==> src/rtl/count_seq_ctrl.sv <==
// count_seq_ctrl: prescaled countdown sequencer built as a Moore FSM (IDLE/RUN/PAUSE/DONE).
// Define COUNT_SEQ_AUTO_RELOAD_EN to reload from load_val in DONE instead of returning to IDLE.
module count_seq_ctrl #(
   parameter int WIDTH    = 4,
   parameter int PRESCALE = 1
) (
   input  logic             clk,
   input  logic             reset_n,
   input  logic             start,
   input  logic             pause,
   input  logic             abort,
   input  logic [WIDTH-1:0] load_val,
   output logic [WIDTH-1:0] count,
   output logic [1:0]       state,
   output logic             busy,
   output logic             done
);

   typedef enum logic [1:0] {
      IDLE  = 2'd0,
      RUN   = 2'd1,
      PAUSE = 2'd2,
      DONE  = 2'd3
   } state_t;

   localparam logic [7:0]       PRESC_MAX = 8'(PRESCALE - 1);
   localparam logic [WIDTH-1:0] ONE       = WIDTH'(1);

   state_t           state_q, state_d;
   logic [WIDTH-1:0] count_q, count_d;
   logic [7:0]       presc_q, presc_d;
   logic             tick;

   always_ff @(posedge clk or negedge reset_n) begin
      if (!reset_n) begin
         state_q <= IDLE;
         count_q <= '0;
         presc_q <= '0;
      end else begin
         state_q <= state_d;
         count_q <= count_d;
         presc_q <= presc_d;
      end
   end

   assign tick = (presc_q == PRESC_MAX);

   // A paused sequence that sees pause low behaves like a RUN cycle, so the held
   // prescaler keeps counting on the resume edge and a pause costs exactly its length.
   always_comb begin
      state_d = state_q;
      count_d = count_q;
      presc_d = presc_q;
      if (abort) begin
         state_d = IDLE;
         count_d = '0;
         presc_d = '0;
      end else begin
         case (state_q)
            IDLE: begin
               if (start) begin
                  presc_d = '0;
                  if (load_val != '0) begin
                     count_d = load_val;
                     state_d = RUN;
                  end else begin
                     count_d = '0;
                     state_d = DONE;
                  end
               end
            end
            RUN, PAUSE: begin
               if (pause) begin
                  state_d = PAUSE;
               end else begin
                  state_d = RUN;
                  if (tick) begin
                     presc_d = '0;
                     if (count_q <= ONE) begin
                        count_d = '0;
                        state_d = DONE;
                     end else begin
                        count_d = count_q - ONE;
                     end
                  end else begin
                     presc_d = presc_q + 8'd1;
                  end
               end
            end
            DONE: begin
`ifdef COUNT_SEQ_AUTO_RELOAD_EN
               presc_d = '0;
               if (load_val != '0) begin
                  count_d = load_val;
                  state_d = RUN;
               end else begin
                  count_d = '0;
                  state_d = IDLE;
               end
`else
               state_d = IDLE;
`endif
            end
            default: begin
               state_d = IDLE;
               count_d = '0;
               presc_d = '0;
            end
         endcase
      end
   end

   assign count = count_q;
   assign state = state_q;
   assign busy  = (state_q == RUN) || (state_q == PAUSE);
   assign done  = (state_q == DONE);

endmodule

==> config.mk <==
export PLATFORM = sky130hd
export DESIGN_NAME = count_seq_ctrl
export DESIGN_NICKNAME = d
export VERILOG_FILES = /design/src/rtl/count_seq_ctrl.sv
export SDC_FILE = /design/constraint.sdc
export NUM_CORES = 1
export LEC_CHECK = 0
export ABC_AREA = 1
export ABC_CLOCK_PERIOD_IN_PS = 1600
export BUFFER_PORTS_ARGS = -buffer_cell sky130_fd_sc_hd__buf_2
export CORE_UTILIZATION = 32
export DETAILED_ROUTE_END_ITERATION = 8
export MAX_ROUTING_LAYER = met4
export PLACE_DENSITY = 0.56
export SLEW_MARGIN = 20
export SYNTH_ARGS = -nofsm -noshare
export SYNTH_HDL_FRONTEND = slang
export SYNTH_SLANG_ARGS = --single-unit
==> constraint.sdc <==
create_clock -name clk -period 1.6 [get_ports clk]
set_clock_uncertainty 0.2 [all_clocks]
set_input_delay 0.08 -clock clk [delete_from_list [all_inputs] [get_ports clk]]
set_output_delay 0.08 -clock clk [all_outputs]
set_load 0.01 [all_outputs]
==> run summary, run 1 <==
met2 WL -> 1323 um
# Max-Cap Violations -> 0
DR WL met3 -> 79 um
Worst Setup End Kind -> register
Vias/cell -> 4.848
Via Count -> 1086
# H-tree levels -> 1
Final Instance Area -> 1513 um2
Avg Inst Size Synth -> 6.864 um2
worst slew pin tran -> 364.5 ps
Mapped Area -> 988.4 um2
register bit total from synthesis -> 14
clock-pin slew on the worst setup and hold paths -> 100 ps
Initial Util -> 34.94%
final antenna-violating net count -> 0
CTS tree -> yes
CP arrival -> 1630 ps
total iterations of the first detailed-routing run -> 6
run status -> finished with violations
worst path required time -> 1580 ps
final setup margin -> -50.29 ps
fraction of the yosys area taken by sequential cells -> 35.44%
highest routed layer -> met4
most frequent cells in the layout -> nand2_1, buf_4, nor2_1, buf_2, inv_1
Die Span Y -> 57.58 um
DRC -> 2
RSZ-0062 raised after global routing -> yes
Cell variety after synth -> 18
hold path cells -> 5
Post-Syn Instances -> 144
clk_lat worst skew -> 280 ps
Hold Path Class -> in2reg
worst setup path category -> reg2reg
Synth area leader -> dfrtp_1
Tmin final -> 1650 ps
Placed Area -> 1227 um2
Top Ports -> 17
post-placement setup slack -> -104.5 ps
Pins Over Slew Limit -> 0
power per standard cell area -> 1678 nW/um2
Total Routing Usage GR -> 17.99%
Final Cycle Share -> 103.1%
Leak -> 0.7583 nW
Synth area leaders -> dfrtp_1, nand2_1, ha_1
clock tree root buffer cell -> clkbuf_4
I/O Buffers -> 16
Fin. Hold Viols -> 0
post-synth top area share -> 35.44%
Final nets -> 210
Clock Path Buffers -> 2
Multi-input gate area -> 703.2 um2
most common cell after layout, fill and taps aside -> nand2_1
Hold Slack -> 2.324 ps
largest net degree at the start of global routing -> 15
post-synth net total -> 160
global route overflow -> 0
first-pass GRT wire length -> 4540 um
routed len/inst -> 11.74 um
final antenna diode count -> 0
Worst Path Max Fanout -> 5
vias in the first global route -> 1105
Final GP Congestion -> 0.8575
Die Wd -> 57.58 um
Relative slew margins -> 75.67%
Peak Freq -> 606.0 MHz
drt total wl -> 2629 um
dpl hpwl -> 1856 um
Max rail drop VDD -> 0.001143 V
CP Launch Type -> register
register area -> 350.3 um2
violated checks -> DRC, setup timing
DR iter-0 viols -> 21
# clock sinks -> 14
wl on met1 -> 1217 um
full die area -> 3315 um2
Rows -> 19
initial antenna violation count -> 0
Area Overhead vs Synth -> 53.04%
CTS Buf Count -> 3
Fill cells -> 267
Final setup viols -> 10
Reg2Reg Depth -> 11
layout cells sized above 1 -> 37.82%
Yosys Warn Count -> 0
core area -> 2829 um2
[stage by stage]
stage               TNS, ps  std cells  utilization [%]  total power, mW
detailed placement   -484.9        205            43.39            1.822
finish               -221.0        224            53.47            2.539
global route          -1401        224            53.47            2.750
global placement     -88.67        205            43.39            1.790
floorplan            -452.2        144                -            1.309
CTS                  -41.21        221            50.51            2.326
[kinds of logic (layout without fill, tap and decap cells)]
| kind of cell | count (synthesis) | in the layout | share of synthesized area, % |
|---|---|---|---|
| and+or+nand+nor | 83 | 84 | 36.84 |
| adders and majority gates | 7 | 7 | 8.860 |
| DFF | 14 | 14 | 35.44 |
| buffers and inverters | 21 | 68 | 7.975 |
| AOI/OAI and AO/OA | 19 | 20 | 10.89 |
[final timing paths]
kind / startpoint / to / slack, ps
min in group asynchronous: reset_n / count[0] / 10
max in group asynchronous: reset_n / presc_q[0] / 950
worst max register to register: state[0] / presc_q[3] / -50
worst min-delay path: load_val[3] / count[3] / 2
worst min register to register: presc_q[6] / presc_q[6] / 360
worst max-delay path: state[0] / presc_q[3] / -50
[worst max-delay path, cell delays in order (launching register included)]
cell and delay (ps):
dfrtp_1 380, inv_2 60, ha_4 310, inv_6 50
nand2_4 70, nand2_2 50, nand2_2 70, nand2_4 90
nor2_4 120, nand2_1 60, nand2_1 50, nor2_1 30
[area by class of cell]
type                       instances  area share, %
inverter                          21          5.542
sequential                        14          23.16
multi-input combinational        111          46.48
tap                               31          2.564
timing repair buffer              43          19.85
clock buffer                       4          2.399
[where the power goes]
| group | leakage, nW | internal (mW) | total (mW) | switching [mW] |
|---|---|---|---|---|
| Clock | 0.0210 | 0.138 | 0.265 | 0.126 |
| Sequential | 0.190 | 0.416 | 0.480 | 0.0638 |
| Combinational | 0.547 | 0.803 | 1.79 | 0.992 |
| Total | 0.758 | 1.36 | 2.54 | 1.18 |
[sequential cells by signal (all words and copies together) (netlist names)]
register  cells
state         2
presc_q       8
count         4
[layer usage]
metal | global-route usage [%] | vias up
li1 | - | 558
met1 | 22.11 | 509
met2 | 30.73 | 17
met3 | 2.948 | 2
met4 | 4.181 | 0
met5 | - | -
[timing repair]
item,CTS,global route
pin swaps,5,7
resized for setup,16,16
gates cloned,2,0
setup endpoints to repair,12,14
buffers inserted,3,3
endpoints found under the hold margin,20,0
hold buffers,7,0
[cell usage after synthesis]
cell type and n:
o21ai_1 4, inv_1 19, nor2_2 3, o21ai_0 5, dfrtp_1 14, o21ai_4 1
inv_2 2, nor2_1 19, nand3_2 2, a21oi_1 8, nand4_1 1, nand2_2 2
nand3_1 12, ha_1 7, nor3_1 2, nand2_1 41, nand2_4 1, o22ai_1 1
Power figures use the tool's default switching activity.
==> inputs of run 2 (changes only) <==
Settings changed: ABC_CLOCK_PERIOD_IN_PS 1600 to 2100, PLACE_DENSITY 0.56 to 0.54.
Clock period 1.6 ns to 2.1 ns, I/O delays scaled along.
==> run summary, run 2 (synthesis results as in run 1) <==
run status -> finished with violations
violated checks -> DRC, hold timing
Clock Path Buffers -> 2 (unchanged)
Top reg by flops -> presc_q
Final GP Congestion -> 0.7964 (-7.1%)
final antenna diode count -> 0 (unchanged)
Core Util, Final -> 42.64% (-11 points)
Worst Path Max Fanout -> 9 (+4)
worst path required time -> 2080 ps (+500 ps)
Initial Util -> 34.94% (unchanged)
I/O Buffers -> 16 (unchanged)
CTS Buf Count -> 3 (unchanged)
final antenna-violating net count -> 0 (unchanged)
most common cell after layout, fill and taps aside -> nand2_1
Rows -> 19 (unchanged)
Combinational Power Share -> 57.8% (-13 points)
worst setup path category -> reg2reg
Sw Share -> 48.55% (+2.0 points)
GRT Max-Usage Layer -> met2
# Max-Cap Violations -> 0 (unchanged)
RSZ-0062 raised after global routing -> no
CP Launch Type -> register
Via Count -> 968 (-11%)
CP arrival -> 1880 ps (+250 ps)
routed len/inst -> 11.28 um (-3.9%)
Final nets -> 187 (-11%)
core area -> 2829 um2 (unchanged)
CP top delay family -> simple AND/OR/NAND/NOR gates
Final Cycle Share -> 90.10% (-13 points)
Tmin final -> 1892 ps (+241.7 ps)
Leak -> 0.6329 nW (-17%)
clock-pin slew on the worst setup and hold paths -> 90 ps (about the same)
# H-tree levels -> 1 (unchanged)
met1 Resource Use GR -> 20.90% (-1.2 points)
worst stage delay on the critical path -> 420 ps (+40 ps)
Fin. Hold Viols -> 1 (+1)
initial antenna violation count -> 0 (unchanged)
CTS tree -> yes
Relative slew margins -> 74.76% (-0.92 points)
Total Routing Usage GR -> 16.29% (-1.7 points)
Worst Hold Launch -> load_val[0]
Clk network pwr share -> 14.9% (+4.5 points)
Top Ports -> 17 (unchanged)
met2 Use GR -> 25.08% (-5.6 points)
first-pass GRT wire length -> 3967 um (-13%)
clock tree root buffer cell -> clkbuf_4
largest net degree at the start of global routing -> 15 (unchanged)
Slowest-stage cell, CP -> ha_2
P_int -> 0.7020 mW (-48%)
Final setup viols -> 0 (-10)
DR iter-0 viols -> 43 (+100%)
Largest register FFs -> 8 (unchanged)
Reg power frac -> 27.3% (+8.4 points)
dpl hpwl -> 1708 um (-8.0%)
Hold Slack -> -0.8248 ps (-3.149 ps)
Hold Path Class -> in2reg
Die Wd -> 57.58 um (unchanged)
full die area -> 3315 um2 (unchanged)
layout cells sized above 1 -> 18.82% (-19 points)
power per standard cell area -> 1131 nW/um2 (-33%)
Buf+Inv Stages, Crit Path -> 3 (+1)
Net Sw Power -> 0.6625 mW (-44%)
Area Overhead vs Synth -> 22.03%
FF-to-FF Start -> state[0]
Worst Setup End Kind -> register
Vias/cell -> 4.816 (-0.67%)
Total Neg Setup Slack -> 0 ps (+221.0 ps)
CP Cell Sequence -> inv_1, ha_2, inv_2, nor2_2, inv_2, nor2_1, nor2_2, nand3_1, nand2_1
drt total wl -> 2268 um (-14%)
total iterations of the first detailed-routing run -> 6 (unchanged)
# clock sinks -> 14 (unchanged)
Post-CTS Setup Inserts -> 0 (-3)
met3 usage -> 2.721% (-0.23 points)
Pins Over Slew Limit -> 0 (unchanged)
vias in the first global route -> 916 (-17%)
Peak Freq -> 528.5 MHz (-13%)
worst slew pin tran -> 375.7 ps (+11.25 ps)
most frequent cells in the layout -> nand2_1, inv_1, nor2_1
Die Span Y -> 57.58 um (unchanged)
clk_lat worst skew -> 290 ps (about the same)
Worst setup startpoint -> state[0]
DRC -> 1 (-1)
Max rail drop VDD -> 0.0007006 V (-39%)
global route overflow -> 0 (unchanged)
[run 2: cell types whose count changed in the layout (fill, tap and decap cells not counted), sizes merged]
cell,previous run,this run
dlygate4sd3,7,6
o21ai,11,10
buf,36,16
nand2,45,44
[run 2: worst register-to-register path: cells and delay by family, from the launching register on]
kind / cells / cell delay, ps
AND/OR/NAND/NOR: 5 / 540
adder cells (fa/ha/maj): 1 / 420
flip-flops: 1 / 380
buffers and inverters: 3 / 250
[run 2: path summary, 6_finish.rpt]
kind / endpoint / slack (ps) / depth (start not counted)
worst max-delay path: count[0] / 210 / 9
worst min-delay path: count[0] / -0.8 / 5
worst max register to register: count[0] / 210 / 9
worst min register to register: count[1] / 360 / 2
max in group asynchronous: presc_q[1] / 1430 / 2
min in group asynchronous: count[1] / 30 / 2
[run 2: power groups by stage]
stage                     Combinational [mW]  Clock (mW)  Sequential (mW)
final                                  0.789       0.204            0.372
after global routing                   0.890       0.223            0.381
after CTS                              0.776       0.213            0.373
after detailed placement               0.762           0            0.379
after global placement                 0.759           0            0.373
after floorplan                        0.550           0            0.387
[run 2: final cells by class]
type,instances,area (um2)
inverters,21,78.83
fillers,293,1623
multi-input cells,109,561.8
repair buffers,22,140.1
clock buffers,4,36.28
well taps,31,38.79
flip-flops and latches,14,350.3
[run 2: stage by stage]
stage | cell area, um2 | power (mW) | setup WS [ps] | cells
4_1_cts | 1204 | 1.362 | 137.9 | 201
2_1_floorplan | 988.4 | 0.9373 | 252.7 | 144
5_1_grt | 1206 | 1.494 | 32.96 | 201
6_report | 1206 | 1.365 | 208.0 | 201
3_5_place_dp | 1107 | 1.142 | 149.9 | 191
3_3_place_gp | 1107 | 1.133 | 222.3 | 191
[run 2: what timing repair did]
item | CTS | global route
hold buffers | 6 | 0
endpoints found under the setup margin | 0 | 5
gates resized for setup | 0 | 1
hold endpoints to repair | 20 | 0
[run 2: metal layers]
metal	wire length [um]	part of all wire, %	up-vias
li1	-	-	510
met1	1132	50	433
met2	1017	45	21
met3	80	3.5	4
met4	38	1.7	0
met5	0	0	-
==> inputs of run 3 (changes only) <==
Settings changed: ABC_CLOCK_PERIOD_IN_PS 2100 to 1700, PLACE_DENSITY 0.54 to 0.56, SETUP_SLACK_MARGIN from default to 0.5.
Clock period 2.1 ns to 1.7 ns, I/O delays scaled along.
==> run summary, run 3 (synthesis results as in run 1) <==
run status -> finished with violations
violated checks -> DRC, hold timing
Top reg by flops -> presc_q
R2R setup slack -> 70 ps (-130 ps)
CTS Buf Count -> 3 (unchanged)
Fin. Hold Viols -> 2 (+1)
Placed Area -> 1146 um2 (+3.5%)
first-pass GRT wire length -> 4574 um (+15%)
Clock Path Buffers -> 2 (unchanged)
Die Wd -> 57.58 um (unchanged)
total iterations of the first detailed-routing run -> 6 (unchanged)
post-placement setup slack -> -10.66 ps (-160.5 ps)
# Max-Cap Violations -> 0 (unchanged)
Hold Path Class -> in2reg
most common cell after layout, fill and taps aside -> nand2_1
drt total wl -> 2659 um (+17%)
I/O Buffers -> 16 (unchanged)
Worst Setup End Kind -> register
Largest register FFs -> 8 (unchanged)
most frequent cells in the layout -> nand2_1, nor2_1, inv_1
cts hold-fix bufs -> 5 (-1)
Final GP Congestion -> 0.8025 (+0.77%)
Max rail drop VDD -> 0.001002 V (+43%)
Core Util, Final -> 53.83% (+11 points)
Final nets -> 205 (+9.6%)
worst setup path category -> reg2reg
Total Routing Usage GR -> 19.00% (+2.7 points)
worst path required time -> 1720 ps (-360 ps)
worst slew pin tran -> 378.0 ps (+2.212 ps)
RSZ-0062 raised after global routing -> yes
Via Count -> 1070 (+11%)
routed len/inst -> 12.14 um (+7.6%)
global route overflow -> 0 (unchanged)
# clock sinks -> 14 (unchanged)
clk_lat worst skew -> 280 ps (about the same)
Top Ports -> 17 (unchanged)
Leak -> 0.7444 nW (+18%)
Hold Slack -> -8.376 ps (-7.551 ps)
Final Instance Area -> 1523 um2 (+26%)
core area -> 2829 um2 (unchanged)
initial antenna violation count -> 0 (unchanged)
DR iter-0 viols -> 41 (-4.7%)
clock tree root buffer cell -> clkbuf_4
Final Cycle Share -> 95.67% (+5.6 points)
final setup margin -> 73.55 ps (-134.5 ps)
Relative slew margins -> 74.78% (about the same)
CP arrival -> 1640 ps (-240 ps)
Pins Over Slew Limit -> 0 (unchanged)
Worst Path Max Fanout -> 8 (-1)
final antenna-violating net count -> 0 (unchanged)
Total Neg Setup Slack -> 0 ps (unchanged)
FF-to-FF End -> count[0]
# H-tree levels -> 1 (unchanged)
DRC -> 3 (+2)
final antenna diode count -> 0 (unchanged)
vias in the first global route -> 1006 (+9.8%)
dpl hpwl -> 1739 um (+1.8%)
power per standard cell area -> 1584 nW/um2 (+40%)
Vias/cell -> 4.886 (+1.5%)
hold path cells -> 5 (unchanged)
Worst Hold Launch -> pause
Initial Util -> 34.94% (unchanged)
Tmin final -> 1626 ps (-265.5 ps)
layout cells sized above 1 -> 37.77% (+19 points)
Peak Freq -> 614.8 MHz (+16%)
Power Total -> 2.412 mW (+77%)
Non-Filler Instances -> 219 (+9.0%)
full die area -> 3315 um2 (unchanged)
Reg2Reg Depth -> 10 (+1)
Die Span Y -> 57.58 um (unchanged)
Area Overhead vs Synth -> 54.05%
Hold Path End -> state[1]
dpl cells -> 192 (+0.52%)
Rows -> 19 (unchanged)
clock-pin slew on the worst setup and hold paths -> 80 ps (about the same)
largest net degree at the start of global routing -> 15 (unchanged)
CTS tree -> yes
FF-to-FF Start -> state[0]
Final setup viols -> 0 (unchanged)
CP Launch Type -> register
==> run 3: worst max-delay path by stage <==
stage,startpoint,to,cells after the start
global placement,state[0],count[0],9
CTS,state[0],presc_q[3],11
detailed placement,state[0],count[0],9
finish,state[0],count[0],10
global route,state[1],count[1],10
floorplan,state[0],count[2],9
==> run 3: worst max-delay path, stage by stage (launching register included) <==
cell     delay, ps
dfrtp_1        370
inv_2           60
ha_4           310
inv_6           60
nand2_4         70
nand2_2         50
nand2_2         70
nand2_4         90
nor2_4         150
nand3_2         80
nand2_1         60
==> run 3: timing repair <==
action	in CTS	in global routing
gates resized for setup	25	10
pin swaps	10	8
hold endpoints to repair	20	1
cloned	2	0
endpoints found under the setup margin	17	22
setup buffers	12	4
==> run 3: layout make-up <==
| cell class | count | area (um2) |
|---|---|---|
| well taps | 31 | 38.79 |
| repair buffers | 38 | 306.5 |
| clock buffers | 4 | 26.28 |
| inverters | 21 | 83.83 |
| multi-input cells | 111 | 714.4 |
| fillers | 265 | 1306 |
| flip-flops and latches | 14 | 352.8 |
==> run 3: where the power goes <==
part / switching (mW) / total [mW] / internal, mW
logic: 0.939 / 1.75 / 0.807
registers: 0.0766 / 0.472 / 0.395
clock network: 0.103 / 0.194 / 0.0910
==> run 3: metal layers <==
| layer | up-vias | GRT usage, % | part of all wire, % |
|---|---|---|---|
| met3 | 2 | 4.989 | 3.3 |
| met1 | 502 | 21.21 | 43 |
| met5 | - | - | 0 |
| met2 | 16 | 33.06 | 53 |
| li1 | 550 | - | - |
| met4 | 0 | 5.575 | 0.53 |
